==> src/rtl/dmem_mmio_if.sv <==
// Data-bus and console-drain signals between the MIPS core side and dmem_mmio.
// master drives requests and tx_ready; slave returns read data and the TX stream.
interface dmem_mmio_if;
    logic        memwrite;
    logic [31:0] aluout;
    logic [31:0] writedata;
    logic [31:0] readdata;
    logic [7:0]  tx_data;
    logic        tx_valid;
    logic        tx_ready;
    logic        misalign_err;

    modport master (
        output memwrite, aluout, writedata, tx_ready,
        input  readdata, tx_data, tx_valid, misalign_err
    );

    modport slave (
        input  memwrite, aluout, writedata, tx_ready,
        output readdata, tx_data, tx_valid, misalign_err
    );
endinterface

==> src/rtl/dmem_mmio.sv <==
// Data memory plus MMIO page (timer, console TX FIFO, status, error flag).
// Optional DMEM_MISALIGN_CHECK_EN suppresses misaligned writes and flags them.
module dmem_mmio #(
    parameter int MEM_WORDS  = 64,
    parameter int ADDR_BITS  = 6,
    parameter int FIFO_DEPTH = 8,
    parameter int FIFO_PTR   = 3,
    parameter int TIMER_DIV  = 1
) (
    input  logic        clk,
    input  logic        reset,
    dmem_mmio_if.slave  bus
);
    localparam int PW = (TIMER_DIV > 1) ? $clog2(TIMER_DIV) : 1;

    logic [31:0]          ram [MEM_WORDS];
    logic [ADDR_BITS-1:0] idx;
    logic                 is_mmio;
    logic [15:0]          off;
    logic                 sel_timer, sel_tx, sel_stat, sel_err;
    logic                 wr_ok;

    logic [31:0]   count;
    logic [PW-1:0] pre;
    logic          tick;

    logic [7:0]          fifo [FIFO_DEPTH];
    logic [FIFO_PTR-1:0] wptr, rptr;
    logic [FIFO_PTR:0]   cnt;
    logic                empty, full, pop, push, do_push, ovf;
    logic                err;
    logic [31:0]         mmio_rd;

    assign idx       = bus.aluout[ADDR_BITS+1:2];
    assign is_mmio   = bus.aluout[31:16] == 16'hFFFF;
    assign off       = bus.aluout[15:0];
    assign sel_timer = is_mmio && off == 16'h0000;
    assign sel_tx    = is_mmio && off == 16'h0004;
    assign sel_stat  = is_mmio && off == 16'h0008;
    assign sel_err   = is_mmio && off == 16'h000C;

`ifdef DMEM_MISALIGN_CHECK_EN
    logic misal;
    assign misal = bus.memwrite && bus.aluout[1:0] != 2'b00;
    assign wr_ok = bus.memwrite && !misal;

    always_ff @(posedge clk or posedge reset) begin
        if (reset)
            err <= 1'b0;
        else if (misal)
            err <= 1'b1;
        else if (wr_ok && sel_err)
            err <= 1'b0;
    end
`else
    assign wr_ok = bus.memwrite;
    assign err   = 1'b0;
`endif

    assign bus.misalign_err = err;

    always_ff @(posedge clk) begin
        if (wr_ok && !is_mmio)
            ram[idx] <= bus.writedata;
    end

    assign tick = pre == PW'(TIMER_DIV - 1);

    // A software load restarts the prescaler so the next tick is a full period away.
    always_ff @(posedge clk or posedge reset) begin
        if (reset) begin
            count <= 32'h0;
            pre   <= '0;
        end else if (wr_ok && sel_timer) begin
            count <= bus.writedata;
            pre   <= '0;
        end else if (tick) begin
            count <= count + 32'h1;
            pre   <= '0;
        end else begin
            pre <= pre + 1'b1;
        end
    end

    assign empty   = cnt == '0;
    assign full    = cnt == (FIFO_PTR+1)'(FIFO_DEPTH);
    assign pop     = !empty && bus.tx_ready;
    assign push    = wr_ok && sel_tx;
    assign do_push = push && (!full || pop);

    always_ff @(posedge clk or posedge reset) begin
        if (reset) begin
            wptr <= '0;
            rptr <= '0;
            cnt  <= '0;
            ovf  <= 1'b0;
        end else begin
            if (do_push)
                wptr <= wptr + 1'b1;
            if (pop)
                rptr <= rptr + 1'b1;
            case ({do_push, pop})
                2'b10:   cnt <= cnt + 1'b1;
                2'b01:   cnt <= cnt - 1'b1;
                default: cnt <= cnt;
            endcase
            if (push && full && !pop)
                ovf <= 1'b1;
            else if (wr_ok && sel_stat)
                ovf <= 1'b0;
        end
    end

    always_ff @(posedge clk) begin
        if (do_push)
            fifo[wptr] <= bus.writedata[7:0];
    end

    assign bus.tx_valid = !empty;
    assign bus.tx_data  = empty ? 8'h00 : fifo[rptr];

    always_comb begin
        mmio_rd = 32'h0;
        unique case (1'b1)
            sel_timer: mmio_rd = count;
            sel_stat:  mmio_rd = {ovf, 20'h0, 9'(cnt), full, empty};
            sel_err:   mmio_rd = {31'h0, err};
            default:   mmio_rd = 32'h0;
        endcase
    end

    assign bus.readdata = is_mmio ? mmio_rd : ram[idx];
endmodule
==> src/flat_wrapper.sv <==
// flat-port wrapper written by rule: the top's interface ports become plain ports
module dmem_mmio_flat 
#(
    parameter int MEM_WORDS  = 64,
    parameter int ADDR_BITS  = 6,
    parameter int FIFO_DEPTH = 8,
    parameter int FIFO_PTR   = 3,
    parameter int TIMER_DIV  = 1
)
  (clk, reset, bus_memwrite, bus_aluout, bus_writedata, bus_tx_ready, bus_readdata, bus_tx_data, bus_tx_valid, bus_misalign_err);
  dmem_mmio_if bus_i ();
  input  logic clk;
  input  logic reset;
  input wire logic [$bits(bus_i.memwrite)-1:0] bus_memwrite;
  input wire logic [$bits(bus_i.aluout)-1:0] bus_aluout;
  input wire logic [$bits(bus_i.writedata)-1:0] bus_writedata;
  input wire logic [$bits(bus_i.tx_ready)-1:0] bus_tx_ready;
  output wire logic [$bits(bus_i.readdata)-1:0] bus_readdata;
  output wire logic [$bits(bus_i.tx_data)-1:0] bus_tx_data;
  output wire logic [$bits(bus_i.tx_valid)-1:0] bus_tx_valid;
  output wire logic [$bits(bus_i.misalign_err)-1:0] bus_misalign_err;
  assign bus_i.memwrite = bus_memwrite;
  assign bus_i.aluout = bus_aluout;
  assign bus_i.writedata = bus_writedata;
  assign bus_i.tx_ready = bus_tx_ready;
  assign bus_readdata = bus_i.readdata;
  assign bus_tx_data = bus_i.tx_data;
  assign bus_tx_valid = bus_i.tx_valid;
  assign bus_misalign_err = bus_i.misalign_err;
  dmem_mmio #(.MEM_WORDS(MEM_WORDS), .ADDR_BITS(ADDR_BITS), .FIFO_DEPTH(FIFO_DEPTH), .FIFO_PTR(FIFO_PTR), .TIMER_DIV(TIMER_DIV)) u_core (.clk(clk), .reset(reset), .bus(bus_i));
endmodule
==> config.mk <==
export PLATFORM = sky130hd
export DESIGN_NAME = dmem_mmio_flat
export DESIGN_NICKNAME = d
export VERILOG_FILES = /design/src/rtl/dmem_mmio_if.sv /design/src/rtl/dmem_mmio.sv /design/src/flat_wrapper.sv
export SDC_FILE = /design/constraint.sdc
export NUM_CORES = 2
export LEC_CHECK = 0
export ABC_CLOCK_PERIOD_IN_PS = 6300
export BUFFER_PORTS_ARGS = -buffer_cell sky130_fd_sc_hd__buf_2
export CAP_MARGIN = 20
export CORE_MARGIN = 3
export CORE_UTILIZATION = 55
export DETAILED_ROUTE_END_ITERATION = 12
export PLACE_DENSITY = 0.71
export SLEW_MARGIN = 15
export SYNTH_ARGS = -nofsm -noshare
export SYNTH_HDL_FRONTEND = slang
export SYNTH_SLANG_ARGS = --single-unit
==> constraint.sdc <==
create_clock -name clk -period 6.3 [get_ports clk]
set_input_delay 1.26 -clock clk [delete_from_list [all_inputs] [get_ports clk]]
set_output_delay 1.26 -clock clk [all_outputs]
set_load 0.02 [all_outputs]
Yosys cells after proc, flatten, opt, wreduce, memory -nomap -nowiden:

Memories as Yosys holds them, arrays and structs flattened.
Cells that the tools add are included.

* add/subtract/negate cells: 6
* equality and inequality tests: 7
* multiplexer cells: 14
* reductions and logical operators: 20

Operators with widths (number)
* $mux 32: 3
* $pmux 32 s2: 1
* $add 32x1->32 const B: 1
* $eq 16x16->1 const B: 1
* $eq 16x3->1 const B: 1
* $eq 16x4->1 const B: 1
* $logic_not 16->1: 1
* $logic_and 1x1->1: 11
* $mux 1: 8
* $mux 8: 1
* $pmux 4 s2: 1
* $add 3x1->3 const B: 2
* $add 4x1->4 const B: 1
* $eq 4x4->1 const B: 1
* $logic_not 1->1: 4
* $logic_not 4->1: 1
* $reduce_bool 2->1: 2
* $sub 4x1->4 const B: 1
* $eq 2x1->1 const B: 1
* $eq 2x2->1 const B: 1
* $ne 2x2->1 const B: 1
* $add 1x1->1 const B: 1
* $logic_or 1x1->1: 1

* register bits: 44
* memory bits (writable): 2112
* input bits: 68
* memories kept: 2

Memories
* u_core.ram: words 64, width 32, read ports 1, clocked after memory_dff 0, write ports 1, RTL line dmem_mmio.sv:16 `logic [31:0] ram [MEM_WORDS];`
* u_core.fifo: words 8, width 8, read ports 1, clocked after memory_dff 0, write ports 1, RTL line dmem_mmio.sv:27 `logic [7:0] fifo [FIFO_DEPTH];`

Logic depth before layout (Yosys ltp):

* depth after elaboration: 7
* depth in mapped cells: 12
* depth with buffers taken out: 11

Worst setup path after synthesis:

No wires, ideal clock.

* path kind: input port to output port
* from: input bus_aluout[3]
* to: output bus_readdata[12]
* arrival time: 3.427 ns
* required time: 5.040 ns
* slack: 1.613 ns
* stages: 9
* path through: buf_2 buf_2 buf_2 buf_4 buf_1 nand3_1 o311ai_0 a211oi_1 o41ai_1

* cells in the longest elaborated chain, start to end: 4
* elaborated cells on any way between the ends: 7
* those cells by class: eq/ne: 1; mux: 2; reduce/logical: 3; memory: 1

RTL lines
* from (decl): RTL line flat_wrapper.sv:15 `input wire logic [$bits(bus_i.aluout)-1:0] bus_aluout;`
* parallel branches: the longest is 3 deep, another holds $mem_v2 64x32
* $mux 32 *: RTL line dmem_mmio.sv:132 `assign bus.readdata = is_mmio ? mmio_rd : ram[idx];`
* to (decl): RTL line flat_wrapper.sv:18 `output wire logic [$bits(bus_i.readdata)-1:0] bus_readdata;`

Mark *: on every way between the ends.

Worst setup path in the final report:

* from: input bus_aluout[4]
* to: output bus_readdata[30]

Same word-level chain as after synthesis.

==> metrics <==
count leader, synth=edfxtp_1; status=finished clean; Tmin final=5.94 ns; CP max stage delay=0.71 ns; filler instances=9935; post-CTS sizing=0; ys flop type=edfxtp_1; Synth top cells by count=edfxtp_1 (2112), mux4_2 (468), mux2i_1 (186), nor2_1 (158), nand2_1 (95); hold path startpoint=u_core.wptr[2]; vias=44400; Clock transition at path regs=0.06 ns; HPWL after DPL=141000 µm; Mean Syn Cell Area=21.3 µm²; CTS sink count=2155; register area share after synthesis=77.4%; Slew HR=33.4%; DR vias/cell=6.86; internal power component=23.2 mW; final setup fails=0; gpl congestion=0.895; power share of the clock group=39.7%; total track usage=30.2%; cell row count=142; count of warnings emitted by yosys=0; DRT iter0 DRCs=7221; switching power=6.50 mW; Multi-input gate area=0.0183 mm²; Cells after Synth=3911; worst-path cell chain=buf_8 > and2_1 > buf_4 > a22oi_1 > a21oi_1 > nor2_1 > a41oi_1 > buf_2; vias in the first global route=43200; number of flops mapped to enable cells by yosys=2112; TritonRoute pass-1 iters=6; largest net degree at the start of global routing=76; Starting Density=55.5%; element type at the critical path end=primary output; final hold vios=0; synthesis-stage register bit count=2155; hold buffers post-CTS=0; CTS tree=yes; top area cells in the synthesized netlist=edfxtp_1 (76%), mux4_2 (13%), mux2i_1 (2.2%); Die Width=395 µm; RSZ-0062 raised after global routing=false; CP Data Required Time=5.04 ns; Reg area=0.0645 mm²; class of the worst hold path=reg -> reg; Sw Share=21.9%; first-pass GRT wire length=331000 µm; remaining antenna violation count=0; Peak supply drop=0.000296 V; clock latency on the worst-skew pair=0.84 ns; Die Area=0.156 mm²; FF-to-FF Start=u_core.cnt[1]; Data arrival, critical path=4.68 ns; gr ovfl total=0; number of nets in the layout=4360; total negative setup slack=0 ns; Slew @ Worst Pin=0.997 ns; Yosys top cell by area=edfxtp_1; Core Region=0.150 mm²; total power=29.7 mW; worst setup path start=bus_aluout[4]; Worst path slowest cell=a41oi_1; Post-synth ARST share=2.00%; count of input and output buffers=108; Die Ht=395 µm; synthesized cell area=0.0834 mm²; Crit Path Class=in -> out; Residual DRC=0; initial antenna violation count=12; I/O Pins=110; Routed Wire Length=235000 µm; f_max=168 MHz; Flop pwr share=53.7%; final slew viol count=0; area fraction of the dominant cell type after synthesis=76.1%; combinational share of power=6.6%; share of post-route cells with drive strength above 1=27.3%; Period Utilization, post-route=94.3%; Final Skew=0.0191 ns; syn nets=3985; area added between synthesis and finish=13.9%; Leakage=30.4 nW; Post-CTS Setup Inserts=0; PD cells=313 mW/mm²; Max Buffers Root-to-Sink=3; CTS root buf=clkbuf_16; startpoint types=primary input; drt wl/cell=36.2 µm; Max-Cap Viols=0; H-tree levels=4; Critical Path Fanout Max=75; synth unique cells=71; Num CTS Buffers=203; hold_ws=0.508 ns
[final cells by class]
cell class	count	area share (%)
well taps	2016	2.66
repair buffers	379	3.41
clock inverters	113	0.967
diodes	5	0.0132
inverters	9	0.0356
flip-flops and latches	2155	67.9
clock buffers	262	5.72
multi-input cells	1538	19.3
[path summary, 6_finish.rpt]
kind / to / slack [ns] / depth (start not counted)
setup / recovery: bus_readdata[30] / 0.36 / 8
hold / removal: u_core.wptr[2] / 0.51 / 1
setup reg to reg: u_core.cnt[3] / 3.24 / 11
hold reg to reg: u_core.wptr[2] / 0.51 / 1
max in group asynchronous: u_core.count[21] / 5.16 / 3
min in group asynchronous: u_core.rptr[0] / 0.60 / 3
[power by group through the flow]
| stage | Clock [mW] | Sequential [mW] | Combinational, mW |
|---|---|---|---|
| 3_5_place_dp | 0 | 16.3 | 1.94 |
| 2_1_floorplan | 0 | 16.2 | 1.13 |
| 5_1_grt | 12.4 | 16.0 | 2.07 |
| 3_3_place_gp | 0 | 16.3 | 1.91 |
| 4_1_cts | 11.9 | 16.0 | 1.95 |
| 6_report | 11.8 | 16.0 | 1.97 |
[cells by family (layout without fill, tap and decap cells)]
logic type	after synthesis	in the layout	share of synthesized area, %
AOI/OAI and AO/OA	382	382	3.15
xor gates and xnor gates	37	37	0.389
adders and majority gates	6	6	0.0991
buffers and inverters	218	763	1.33
DFF	2155	2155	77.4
muxes	674	674	15.2
other	1	6	0.00450
and+or+nand+nor	438	438	2.51
[state kept, by name (all words and copies together) (netlist names)]
signal	cells
u_core.ovf	1
u_core.rptr	3
u_core.fifo	64
u_core.cnt	4
u_core.ram	2048
u_core.count	32
u_core.wptr	3
[layout by cell type (no fill, tap or decap), drive strengths merged, types with 12 or more instances in the layout]
cell / count
and3: 12
a22o: 21
nand2: 95
mux2i: 186
xor2: 28
a31oi: 13
nor2: 158
nand3: 39
o21ai: 44
o22ai: 38
edfxtp: 2112
nand2b: 14
nor3: 29
a211oi: 12
clkbuf: 262
a221oi: 21
buf: 379
bufinv: 14
dfrtp: 43
mux4: 468
mux2: 20
a21oi: 81
nor4: 15
inv: 13
nand4: 28
clkinv: 89
nor2b: 12
a22oi: 94
[layer usage]
| metal | GRT usage [%] | share of wire [%] | vias up |
|---|---|---|---|
| met1 | 43.0 | 36 | 23200 |
| met5 | 0 | 0.010 | - |
| met3 | 8.15 | 13 | 590 |
| li1 | - | - | 17200 |
| met2 | 44.8 | 46 | 3447 |
| met4 | 12.8 | 4.8 | 4 |
[metrics by stage]
stage          area, µm²  util, %  setup slack [ns]  instances
2_1_floorplan      83400        -              1.61       3911
5_1_grt            94900     63.2             0.278       6472
3_5_place_dp       88500     58.9             0.473       6093
3_3_place_gp       88400     58.9            -0.779       6089
6_report           94900     63.2             0.361       6477
4_1_cts            94800     63.1             0.451       6468
[worst max-delay path: cells and delay by family]
kind / cells / cell delay, ns
AO/OA/AOI/OAI: 3 / 1.53
buffers and inverters: 3 / 1.39
AND/OR/NAND/NOR: 2 / 0.39
(Power assumes the default switching activity.)
